$ cat src/rtl/iob_cache_read_channel_axi_cwf.sv
// -----------------------------------------------------------------------------
// iob_cache_read_channel_axi_cwf
//
// AXI4 read back-end for cache-line replacement. A fill request latches the
// missed beat address, issues one AR burst covering the whole line and streams
// each returned beat straight to the cache line write port.
//
// BURST_MODE = 0 : line-aligned INCR burst, beats return in order 0..NBEATS-1.
// BURST_MODE = 1 : critical-word-first WRAP burst starting at the missed beat
//                  (used only when 1 <= LINE2BE_W <= 4, otherwise INCR).
//
// Optional feature, macro IOB_CACHE_AXI_RERR_EN: adds read_err_o, a one-cycle
// pulse after a burst that carried a non-OKAY rresp or an rlast mismatch.
//
// Ports:
//   clk_i, rst_i            clock, asynchronous active-high reset
//   replace_valid_i         line-fill request (sampled in IDLE only)
//   replace_addr_i          beat address of the missed word
//   replace_o               fill in progress
//   read_valid_o            beat valid towards the cache line write
//   read_addr_o             beat index within the line
//   read_rdata_o            beat data
//   read_err_o              (IOB_CACHE_AXI_RERR_EN only) burst error pulse
//   axi_ar*                 AXI4 read address channel
//   axi_r*                  AXI4 read data channel
// -----------------------------------------------------------------------------
module iob_cache_read_channel_axi_cwf #(
   parameter int FE_ADDR_W  = 32,
   parameter int BE_ADDR_W  = 32,
   parameter int BE_DATA_W  = 32,
   parameter int LINE2BE_W  = 2,
   parameter int BURST_MODE = 0,
   parameter int AXI_ID_W   = 1,
   parameter int AXI_ID     = 0,
   parameter int AXI_LEN_W  = 8,
   localparam int BE_NBYTES_W = $clog2(BE_DATA_W / 8),
   localparam int RA_MSB      = (LINE2BE_W > 0) ? LINE2BE_W - 1 : 0
) (
   input  logic                               clk_i,
   input  logic                               rst_i,
   input  logic                               replace_valid_i,
   input  logic [FE_ADDR_W-BE_NBYTES_W-1:0]   replace_addr_i,
   output logic                               replace_o,
   output logic                               read_valid_o,
   output logic [RA_MSB:0]                    read_addr_o,
   output logic [BE_DATA_W-1:0]               read_rdata_o,
`ifdef IOB_CACHE_AXI_RERR_EN
   output logic                               read_err_o,
`endif
   output logic [AXI_ID_W-1:0]                axi_arid_o,
   output logic [BE_ADDR_W-1:0]               axi_araddr_o,
   output logic [AXI_LEN_W-1:0]               axi_arlen_o,
   output logic [2:0]                         axi_arsize_o,
   output logic [1:0]                         axi_arburst_o,
   output logic                               axi_arlock_o,
   output logic [3:0]                         axi_arcache_o,
   output logic [2:0]                         axi_arprot_o,
   output logic [3:0]                         axi_arqos_o,
   output logic                               axi_arvalid_o,
   input  logic                               axi_arready_i,
   input  logic [AXI_ID_W-1:0]                axi_rid_i,
   input  logic [BE_DATA_W-1:0]               axi_rdata_i,
   input  logic [1:0]                         axi_rresp_i,
   input  logic                               axi_rlast_i,
   input  logic                               axi_rvalid_i,
   output logic                               axi_rready_o
);

   localparam int BA_W   = FE_ADDR_W - BE_NBYTES_W;
   localparam int CNT_W  = RA_MSB + 1;
   localparam int NBEATS = 1 << LINE2BE_W;
   localparam bit WRAP_EN = (BURST_MODE == 1) && (LINE2BE_W >= 1) && (LINE2BE_W <= 4);
   localparam logic [BA_W-1:0]  LINE_MASK = ~BA_W'((1 << LINE2BE_W) - 1);
   // With LINE2BE_W = 0 the counters are kept 1 bit wide; masking with
   // NBEATS-1 pins them to 0 so the single-beat case needs no special path.
   localparam logic [CNT_W-1:0] BEAT_MASK = CNT_W'(NBEATS - 1);

   typedef enum logic [1:0] {IDLE, ADDR, DATA} state_t;
   state_t state, state_nxt;

   logic [BA_W-1:0]      addr_q;
   logic [CNT_W-1:0]     beat_q;
   logic [CNT_W-1:0]     recv_q;
   logic [CNT_W-1:0]     start_beat;
   logic [BA_W-1:0]      burst_beat_addr;
   logic [FE_ADDR_W-1:0] burst_byte_addr;
   logic                 ar_hs;
   logic                 r_hs;
   logic                 last_beat;

   assign ar_hs     = (state == ADDR) && axi_arready_i;
   assign r_hs      = (state == DATA) && axi_rvalid_i;
   // Termination follows the local beat count, not rlast.
   assign last_beat = (recv_q == BEAT_MASK);

   assign start_beat      = WRAP_EN ? (CNT_W'(addr_q) & BEAT_MASK) : '0;
   assign burst_beat_addr = WRAP_EN ? addr_q : (addr_q & LINE_MASK);
   assign burst_byte_addr = {burst_beat_addr, {BE_NBYTES_W{1'b0}}};

   always_ff @(posedge clk_i or posedge rst_i) begin
      if (rst_i) begin
         state <= IDLE;
      end else begin
         state <= state_nxt;
      end
   end

   always_comb begin
      state_nxt = state;
      case (state)
         IDLE:    if (replace_valid_i) state_nxt = ADDR;
         ADDR:    if (axi_arready_i) state_nxt = DATA;
         DATA:    if (r_hs && last_beat) state_nxt = IDLE;
         default: state_nxt = IDLE;
      endcase
   end

   always_ff @(posedge clk_i or posedge rst_i) begin
      if (rst_i) begin
         addr_q <= '0;
         beat_q <= '0;
         recv_q <= '0;
      end else begin
         if ((state == IDLE) && replace_valid_i) begin
            addr_q <= replace_addr_i;
         end
         if (ar_hs) begin
            beat_q <= start_beat;
            recv_q <= '0;
         end else if (r_hs) begin
            beat_q <= (beat_q + 1'b1) & BEAT_MASK;
            recv_q <= recv_q + 1'b1;
         end
      end
   end

   // AR fields are driven only while the request is presented, so every
   // channel output reads 0 outside the address phase (including reset).
   assign replace_o     = (state != IDLE);
   assign axi_arvalid_o = (state == ADDR);
   assign axi_rready_o  = (state == DATA);
   assign axi_arid_o    = axi_arvalid_o ? AXI_ID_W'(AXI_ID) : '0;
   assign axi_araddr_o  = axi_arvalid_o ? BE_ADDR_W'(burst_byte_addr) : '0;
   assign axi_arlen_o   = axi_arvalid_o ? AXI_LEN_W'(NBEATS - 1) : '0;
   assign axi_arsize_o  = axi_arvalid_o ? 3'(BE_NBYTES_W) : '0;
   assign axi_arburst_o = axi_arvalid_o ? (WRAP_EN ? 2'b10 : 2'b01) : '0;
   assign axi_arlock_o  = 1'b0;
   assign axi_arcache_o = axi_arvalid_o ? 4'b0011 : '0;
   assign axi_arprot_o  = '0;
   assign axi_arqos_o   = '0;

   assign read_valid_o  = r_hs;
   assign read_addr_o   = r_hs ? (beat_q & BEAT_MASK) : '0;
   assign read_rdata_o  = r_hs ? axi_rdata_i : '0;

`ifdef IOB_CACHE_AXI_RERR_EN
   logic err_q;
   logic err_pulse_q;
   logic beat_err;

   assign beat_err = (axi_rresp_i != 2'b00) || (axi_rlast_i != last_beat);

   always_ff @(posedge clk_i or posedge rst_i) begin
      if (rst_i) begin
         err_q       <= 1'b0;
         err_pulse_q <= 1'b0;
      end else begin
         err_pulse_q <= r_hs && last_beat && (err_q || beat_err);
         if ((state == IDLE) && replace_valid_i) begin
            err_q <= 1'b0;
         end else if (r_hs && beat_err) begin
            err_q <= 1'b1;
         end
      end
   end

   assign read_err_o = err_pulse_q;

   logic unused_in;
   assign unused_in = ^{axi_rid_i};
`else
   logic unused_in;
   assign unused_in = ^{axi_rid_i, axi_rresp_i, axi_rlast_i};
`endif

endmodule

$ cat config.mk
export PLATFORM = sky130hd
export DESIGN_NAME = iob_cache_read_channel_axi_cwf
export DESIGN_NICKNAME = d
export VERILOG_FILES = /design/src/rtl/iob_cache_read_channel_axi_cwf.sv
export SDC_FILE = /design/constraint.sdc
export NUM_CORES = 1
export LEC_CHECK = 0
export ABC_CLOCK_PERIOD_IN_PS = 3700
export BUFFER_PORTS_ARGS = -buffer_cell sky130_fd_sc_hd__buf_2
export CORE_MARGIN = 3
export CORE_UTILIZATION = 43
export DETAILED_ROUTE_END_ITERATION = 6
export GPL_ROUTABILITY_DRIVEN = 1
export PLACE_DENSITY_LB_ADDON = 0.12
export SLEW_MARGIN = 20
export SYNTH_ARGS = -nofsm -noshare
export SYNTH_HDL_FRONTEND = slang
export SYNTH_SLANG_ARGS = --single-unit
$ cat constraint.sdc
create_clock -name clk_i -period 3.7 [get_ports clk_i]
set_input_delay 0 -clock clk_i [delete_from_list [all_inputs] [get_ports clk_i]]
set_output_delay 0 -clock clk_i [all_outputs]
set_load 0.02 [all_outputs]
# Word level (Yosys, flattened, before mapping)
# Cells that the tools add are included.
# Widths: inputs -> output; s select.
# totals
reg_bits	36
input_bits	71
out_inout_bits	96
# op_classes
addsub	2
eq_ne	6
n_mux	15
reduce_logical	8
# ops
op	n
$mux 32	2
$mux 2	11
$pmux 2 s3	1
$add 2x1->2 const B	2
$eq 2x2->1 const B	2
$logic_and 1x1->1	4
$ne 2x1->1 const B	2
$reduce_bool 2->1	2
$reduce_and 3->1	1
$eq 2x1->1 const B	1
$logic_not 2->1	1
$ne 2x2->1 const B	1
$mux 1	1

# Logic depth before layout (Yosys ltp)
# Gate-level depths: netlist of the first run.
# depth
word_depth	5
mapped_depth	4

# Worst setup path before layout of the first run
# No wires, ideal clock.
# synth_timing
path_kind	register to register
from	reg state[0]
to	reg addr_q[10]
setup_time_ns	0.125
arrival_time_ns	1.353
required_ns	3.575
path_slack_ns	2.221
stages_incl_launch_ff	5
path_buffers	1
period_less_slack_ns	1.479
cell_sequence	dfrtp_1 or2_4 nor2_8 buf_12 mux2_4
# synth_between
elab_chain_len	2
# synth_lines
item	line_no	source
start, declared	79	state_t state, state_nxt;
start signal, assigned	104	state <= state_nxt;
$logic_not 2->1	124	if ((state == IDLE) && replace_valid_i) begin
$logic_and 1x1->1	124	
end signal, assigned	125	addr_q <= replace_addr_i;
end, declared	81	logic [BA_W-1:0] addr_q;
# No other way between the ends.
# A chain may end at the register's enable or synchronous reset.

# Final worst setup path of the first run
# layout_timing
from	reg state[1]
to	out axi_araddr_o[18]
# layout_between
elab_chain_len	2
# layout_lines
item	line_no	source
$eq 2x1->1	140	assign axi_arvalid_o = (state == ADDR);
$mux 32	143	assign axi_araddr_o = axi_arvalid_o ? BE_ADDR_W'(burst_byte_addr) : '0;
end, declared	51	output logic [BE_ADDR_W-1:0] axi_araddr_o,
# No other way between the ends.

==> results of run 1 <==
==> cell usage in the layout (no fill, tap or decap), types with 2 or more instances in the layout <==
master / Yosys / routed
a21oi_1: 6 / 6
and2_1: 60 / 60
and2b_1: 2 / 2
buf_2: 3 / 136
clkbuf_8: 0 / 5
clkinv_2: 0 / 2
conb_1: 1 / 24
dfrtp_1: 34 / 34
dlygate4sd3_1: 0 / 29
inv_1: 2 / 2
mux2_2: 8 / 8
mux2_4: 20 / 20
nand2_1: 2 / 2
nor2_1: 3 / 3
nor2b_1: 3 / 2
nor3_1: 2 / 2
==> path summary, 6_finish.rpt <==
path / endpoint / depth (start not counted) / slack, ps / start
max in group asynchronous: addr_q[9] / 4 / 3040 / rst_i
setup reg to reg: addr_q[9] / 3 / 1850 / state[1]
setup / recovery: axi_araddr_o[18] / 3 / 1660 / state[1]
hold reg to reg: addr_q[7] / 1 / 500 / addr_q[7]
min in group asynchronous: addr_q[17] / 4 / 350 / rst_i
hold / removal: state[0] / 3 / 30 / axi_arready_i
==> cell families (layout without fill, tap and decap cells) <==
group                      Yosys count  count (layout)  synth area share, %
AOI/OAI and AO/OA                    8               8                 2.00
adders and majority gates            1               1                0.588
buffers and inverters               42             176                 14.4
DFF                                 34              34                 40.0
muxes                               29              29                 18.8
other                                1              24                0.176
and+or+nand+nor                     79              79                 24.0
==> state kept, by name, indices dropped and copies added, names as in the netlist <==
| signal | count |
|---|---|
| addr_q | 28 |
| recv_q | 2 |
| state | 2 |
| beat_q | 2 |
==> area by class of cell <==
cell class                 count  area [um^2]
multi-input combinational    141         1060
tap                           65         81.3
clock buffer                   5         68.8
inverter                       2         7.51
sequential                    34          851
fill                         397         1480
timing repair buffer         166          978
clock inverter                 3         40.0
==> worst min-delay path: cells and delay by family <==
family	cells	cell delay, ps
simple gates	1	120
mux	1	60
buf+inv	1	90
==> power groups by stage <==
stage               clock network [mW]  registers (mW)  logic (mW)
floorplan                            0           0.631       0.890
global placement                     0           0.664        1.05
detailed placement                   0           0.670        1.06
CTS                              0.337           0.666        1.08
global route                     0.357           0.699        1.16
finish                           0.329           0.667        1.07
==> stage by stage <==
step,worst slack (ps),cells,hold slack [ps],util (%)
after CTS,1630,416,20.5,67.6
after detailed placement,1840,379,120,58.9
final,1660,416,27.1,67.6
after global routing,1420,416,22.7,67.6
after global placement,1850,379,121,58.9
after floorplan,2220,217,142,-
==> metal layers <==
metal / vias to the layer above / track usage (%)
met1: 797 / 19.4
met2: 106 / 35.9
li1: 878 / -
met4: 0 / 8.33
met3: 13 / 3.55
met5: - / 0
==> impl_results.md, run 1 <==
* Std-Cell Rows at 24
* Finished layout cell area at approximately 3000 um^2
* Clk root buf: clkbuf_8
* Mean post-synth cell area at 11.0 um^2
* DP HPWL at 3740 um
* Post_cts resized at 0
* Yosys Warn Count at 0
* Cts hold-fix bufs at 29
* Maximum VDD drop at 269 uV
* Sw Pwr at 0.809 mW
* Number of inserted diodes at 0
* CTS tree: done
* Number of max-cap violations at 0
* CP required at 3700 ps
* # DRC at 0
* Max Clock Freq at 491 MHz
* DR WL met2 at 2900 um
* Top post-synthesis cells by area: dfrtp_1 (40%), and2_1 (18%), mux2_4 (14%), buf_4 (11%), mux2_2 (4.2%)
* Status: finished clean
* Sw Share at 39.1%
* Sinks on Clock Net at 34
* Final Hold Violating Endpoints at 0
* # IOs at 167
* Power, Total at 2.07 mW
* Total Neg Setup Slack at 0 ps
* Met3 Wirelength at around 390 um
* Internal power at 1.26 mW
* Die X at 76.3 um
* Pleak at 1.75 nW
* Crit-path cells: nor2b_2 > and2_1 > buf_2
* Power share of the clock group at 15.9%
* Startpoint Class: flip-flop
* Async set or reset register ratio after synthesis at 100%
* Core ar. at 4560 um^2
* Total GRT Usage at 18.7%
* Seq cells post-synth at 34
* Combinational power share at approximately half
* Max-slew headroom at 35.2%
* Placed Area at 2690 um^2
* Synth area leader: dfrtp_1
* Crit-path leading delay family: simple AND/OR/NAND/NOR gates
* H-tree lvl count at 2
* WL met1 at 1820 um
* Cts bufs inserted at 5
* Crit path buffers/inverters at 1
* Crit-path slowest cell: nor2b_2
* Cell area power density at 671 nW/um^2
* Max-slew violations at 0
* Starting Density at 46.6%
* Worst Tran Pin Value at 967 ps
* Final setup fails at 0
* Vias/cell at between 4 and 5
* Clk_lat worst skew at 280 ps
* Min-delay worst type: in -> reg
* Global placement routability congestion at 0.730
* Post-synth top cells: and2_1 (60), dfrtp_1 (34), buf_4 (30)
* Fin crit share at between 50 and 60%
* Ratio of cells with drive above 1 in the final layout at 51.0%
* Most common cell in the netlist: and2_1
* GR Overflow Total at 0
* Via count at 1,794
* Post-synthesis sequential area ratio at between 40% and 50%
* Max Fanout on Critical Path at 35
* Sequential power share at 32.2%
* Layout Area Growth over Synthesis at 45.1%
* Setup crit end kind: output port
* Synth top area share at roughly two fifths
* Largest net degree at the start of global routing at 37
* Clock slew at reported path FFs at 70 ps
* # Post-CTS Setup Buffers at 0
* RSZ-0062 raised after global routing: no
* EDFF count, synth at 0
* Antenna Nets Post-Route at 0
* Drt pass-1 iters at 4
* Port buffer count at 136
* Slowest stage delay, CP at 810 ps
* Max layer used: met4
* CP arrival at 2040 ps
* Synth Flop Type: dfrtp_1
* Final wirelength at 5230 um
* Layout Skew at about 3.9 ps
* Die footprint at 5830 um^2
* DR WL/cell at 12.6 um
* Post-synth cell types at 27
* Cell Area, Synth at 2130 um^2
* Initial antenna violation count at 0
* First-pass GRT wire length at ~8700 um
* Nets at 422
* Clock buffer depth at 2
* Kind of critical path: reg -> out
* Vias in the first global route at 1,800
* 1st-iter DRT viols at 75
* Syn Inst Count at 194
* Final min period at 2040 ps
* Height of the die at 76.3 um
No activity file was read; power rests on OpenSTA's default activity.
==> run 2, diff against run 1 <==
ABC_CLOCK_PERIOD_IN_PS = 1790   (was 3700)
CORE_UTILIZATION = 36   (was 43)
clock period = 1.79 ns   (was 3.7 ns; I/O delays follow)
==> impl_results.md, run 2 (synthesized netlist as in run 1, its figures left out) <==
* Status: finished clean
* Final Hold Violating Endpoints at 0 (unchanged)
* Worst hold slack at 17.8 ps (-9.29 ps)
* Height of the die at 82.9 um (+8.6%)
* Die X at 82.9 um (+8.6%)
* Min-delay worst type: in -> reg
* Worst r2r src: state[1]
* Clock buffer depth at 2 (unchanged)
* Fin util at 56.1% (-11 points)
* DP HPWL at 3660 um (-2.0%)
* CP arrival at 1670 ps (-370 ps)
* First-pass GRT wire length at 8560 um (-2.1%)
* CP Launch Point: state[0]
* Via count at 1,809 (+0.84%)
* Clock slew at reported path FFs at 70 ps (about the same)
* Drt pass-1 iters at 4 (unchanged)
* Max Fanout on Critical Path at 36 (+2.9%)
* Vias/cell at 4.21 (-2.4%)
* Clk root buf: clkbuf_8
* Biggest register: addr_q
* # IOs at 167 (unchanged)
* Layout Skew at 5.83 ps (+1.95 ps)
* 1st-iter DRT viols at 18 (-76%)
* Commonest cells after routing, fill and taps aside: buf_2 (136), and2_1 (60), dfrtp_1 (34)
* Max Clock Freq at 600 MHz
* Initial antenna violation count at 0 (unchanged)
* Std-Cell Rows at 27 (+13%)
* CTS tree: done
* Cell area power density at 1360 nW/um^2 (+100%)
* RSZ-0062 raised after global routing: yes
* Largest net degree at the start of global routing at 37 (unchanged)
* Maximum VDD drop at 582 uV (+120%)
* DR WL/cell at 11.8 um (-6.0%)
* Most common cell after layout, fill and taps aside: buf_2
* R2r worst-path depth at 4 (+1)
* Pleak at 1.78 nW (+1.5%)
* Setup crit end kind: output port
* End point of the critical path: read_addr_o[0]
* Global placement routability congestion at 0.728 (-0.21%)
* Max-slew violations at 0 (unchanged)
* Combinational power share at 55.1% (+3.2 points)
* Sw Pwr at 1.68 mW (+110%)
* Final min period at about 1700 ps
* Core ar. at 5610 um^2 (+23%)
* Layout Area Growth over Synthesis at 48.0%
* Worst r2r dst: addr_q[22]
* Number of inserted diodes at 0 (unchanged)
* Sinks on Clock Net at 34 (unchanged)
* Power, Total at 4.28 mW (+110%)
* H-tree lvl count at 2 (unchanged)
* Fin crit share at between 90% and 100%
* Sequential power share at 31.2% (-1.0 points)
* Power share of the clock group at 13.7% (-2.2 points)
* GR Overflow Total at 0 (unchanged)
* Clk_lat worst skew at 280 ps (about the same)
* R2R setup slack at 290 ps (-1560 ps)
* Max reg flops at 28 (unchanged)
* Kind of critical path: reg -> out
* # DRC at 0 (unchanged)
* Number of max-cap violations at 0 (unchanged)
* Cts bufs inserted at 5 (unchanged)
* Antenna Nets Post-Route at 0 (unchanged)
* Startpoint Class: flip-flop
* Sw Share at 39.3% (+0.26 points)
* Port buffer count at 136 (unchanged)
* Final wirelength at 5080 um (-2.8%)
* Ratio of cells with drive above 1 in the final layout at 52.0% (+0.96 points)
* Total GRT Usage at 14.9% (-3.7 points)
* Final setup fails at 0 (unchanged)
* Total Neg Setup Slack at 0 ps (unchanged)
* Die footprint at 6870 um^2 (+18%)
* Starting Density at 37.9% (-8.7 points)
* Nets at 429 (+1.7%)
* Setup ws final at 123 ps (-1540 ps)
* Internal power at 2.60 mW (+110%)
* Vias in the first global route at 1,884 (+4.7%)
* CP required at 1790 ps (-1910 ps)
* Post-Place Worst Slack at 298 ps (-1550 ps)
-- run 2: cell count changes in the layout (fill, tap and decap cells not counted), sizes merged --
| cell | delta |
|---|---|
| clkinvlp | +1 |
| clkinv | -1 |
| bufinv | -1 |
| clkbuf | +1 |
| buf | +7 |
-- run 2: worst max-delay path, cell delays in order, from the launching register on --
cell	delay, ps
dfrtp_1	380
buf_4	160
and3b_4	490
and2_4	200
buf_2	160
-- run 2: layer usage --
metal / wire length (um) / global-route usage (%)
met1: 2070 / 17.0
met2: 2530 / 27.0
met3: 408 / 4.07
met4: 71 / 4.46
met5: 0 / 0
-- run 2: how the worst min path moves through the flow --
stage | to | slack, ps | cells after the start | start
6_report | state[0] | 20 | 3 | axi_arready_i
3_5_place_dp | addr_q[14] | 120 | 3 | rst_i
5_1_grt | state[0] | 20 | 3 | axi_arready_i
2_1_floorplan | addr_q[10] | 140 | 1 | rst_i
4_1_cts | state[0] | 4 | 3 | axi_arready_i
3_3_place_gp | addr_q[15] | 130 | 3 | rst_i
-- run 2: area by class of cell --
cell class | instances | area, um^2
multi-input combinational | 141 | 1060
sequential | 34 | 851
clock buffer | 6 | 82.6
fill | 517 | 2460
tap | 72 | 90.1
timing repair buffer | 173 | 1040
inverter | 2 | 7.51
clock inverter | 2 | 12.5
-- run 2: what timing repair did --
action / in CTS / in global routing
setup buffers: 0 / 0
hold buffers: 29 / 0
gates resized for setup: 0 / 1
setup endpoints to repair: 0 / 33
hold endpoints to repair: 62 / 0
-- run 2: power by group through the flow --
stage	combinational, mW	clock, mW	sequential, mW
CTS	2.38	0.616	1.34
floorplan	1.84	0	1.30
global route	2.57	0.655	1.40
finish	2.36	0.588	1.34
global placement	2.30	0	1.34
detailed placement	2.32	0	1.35
-- run 2: through the flow --
stage          area, um^2  std cells
6_report             3150        430
2_1_floorplan        2210        217
4_1_cts              3150        430
3_5_place_dp         2760        393
5_1_grt              3150        430
3_3_place_gp         2760        393
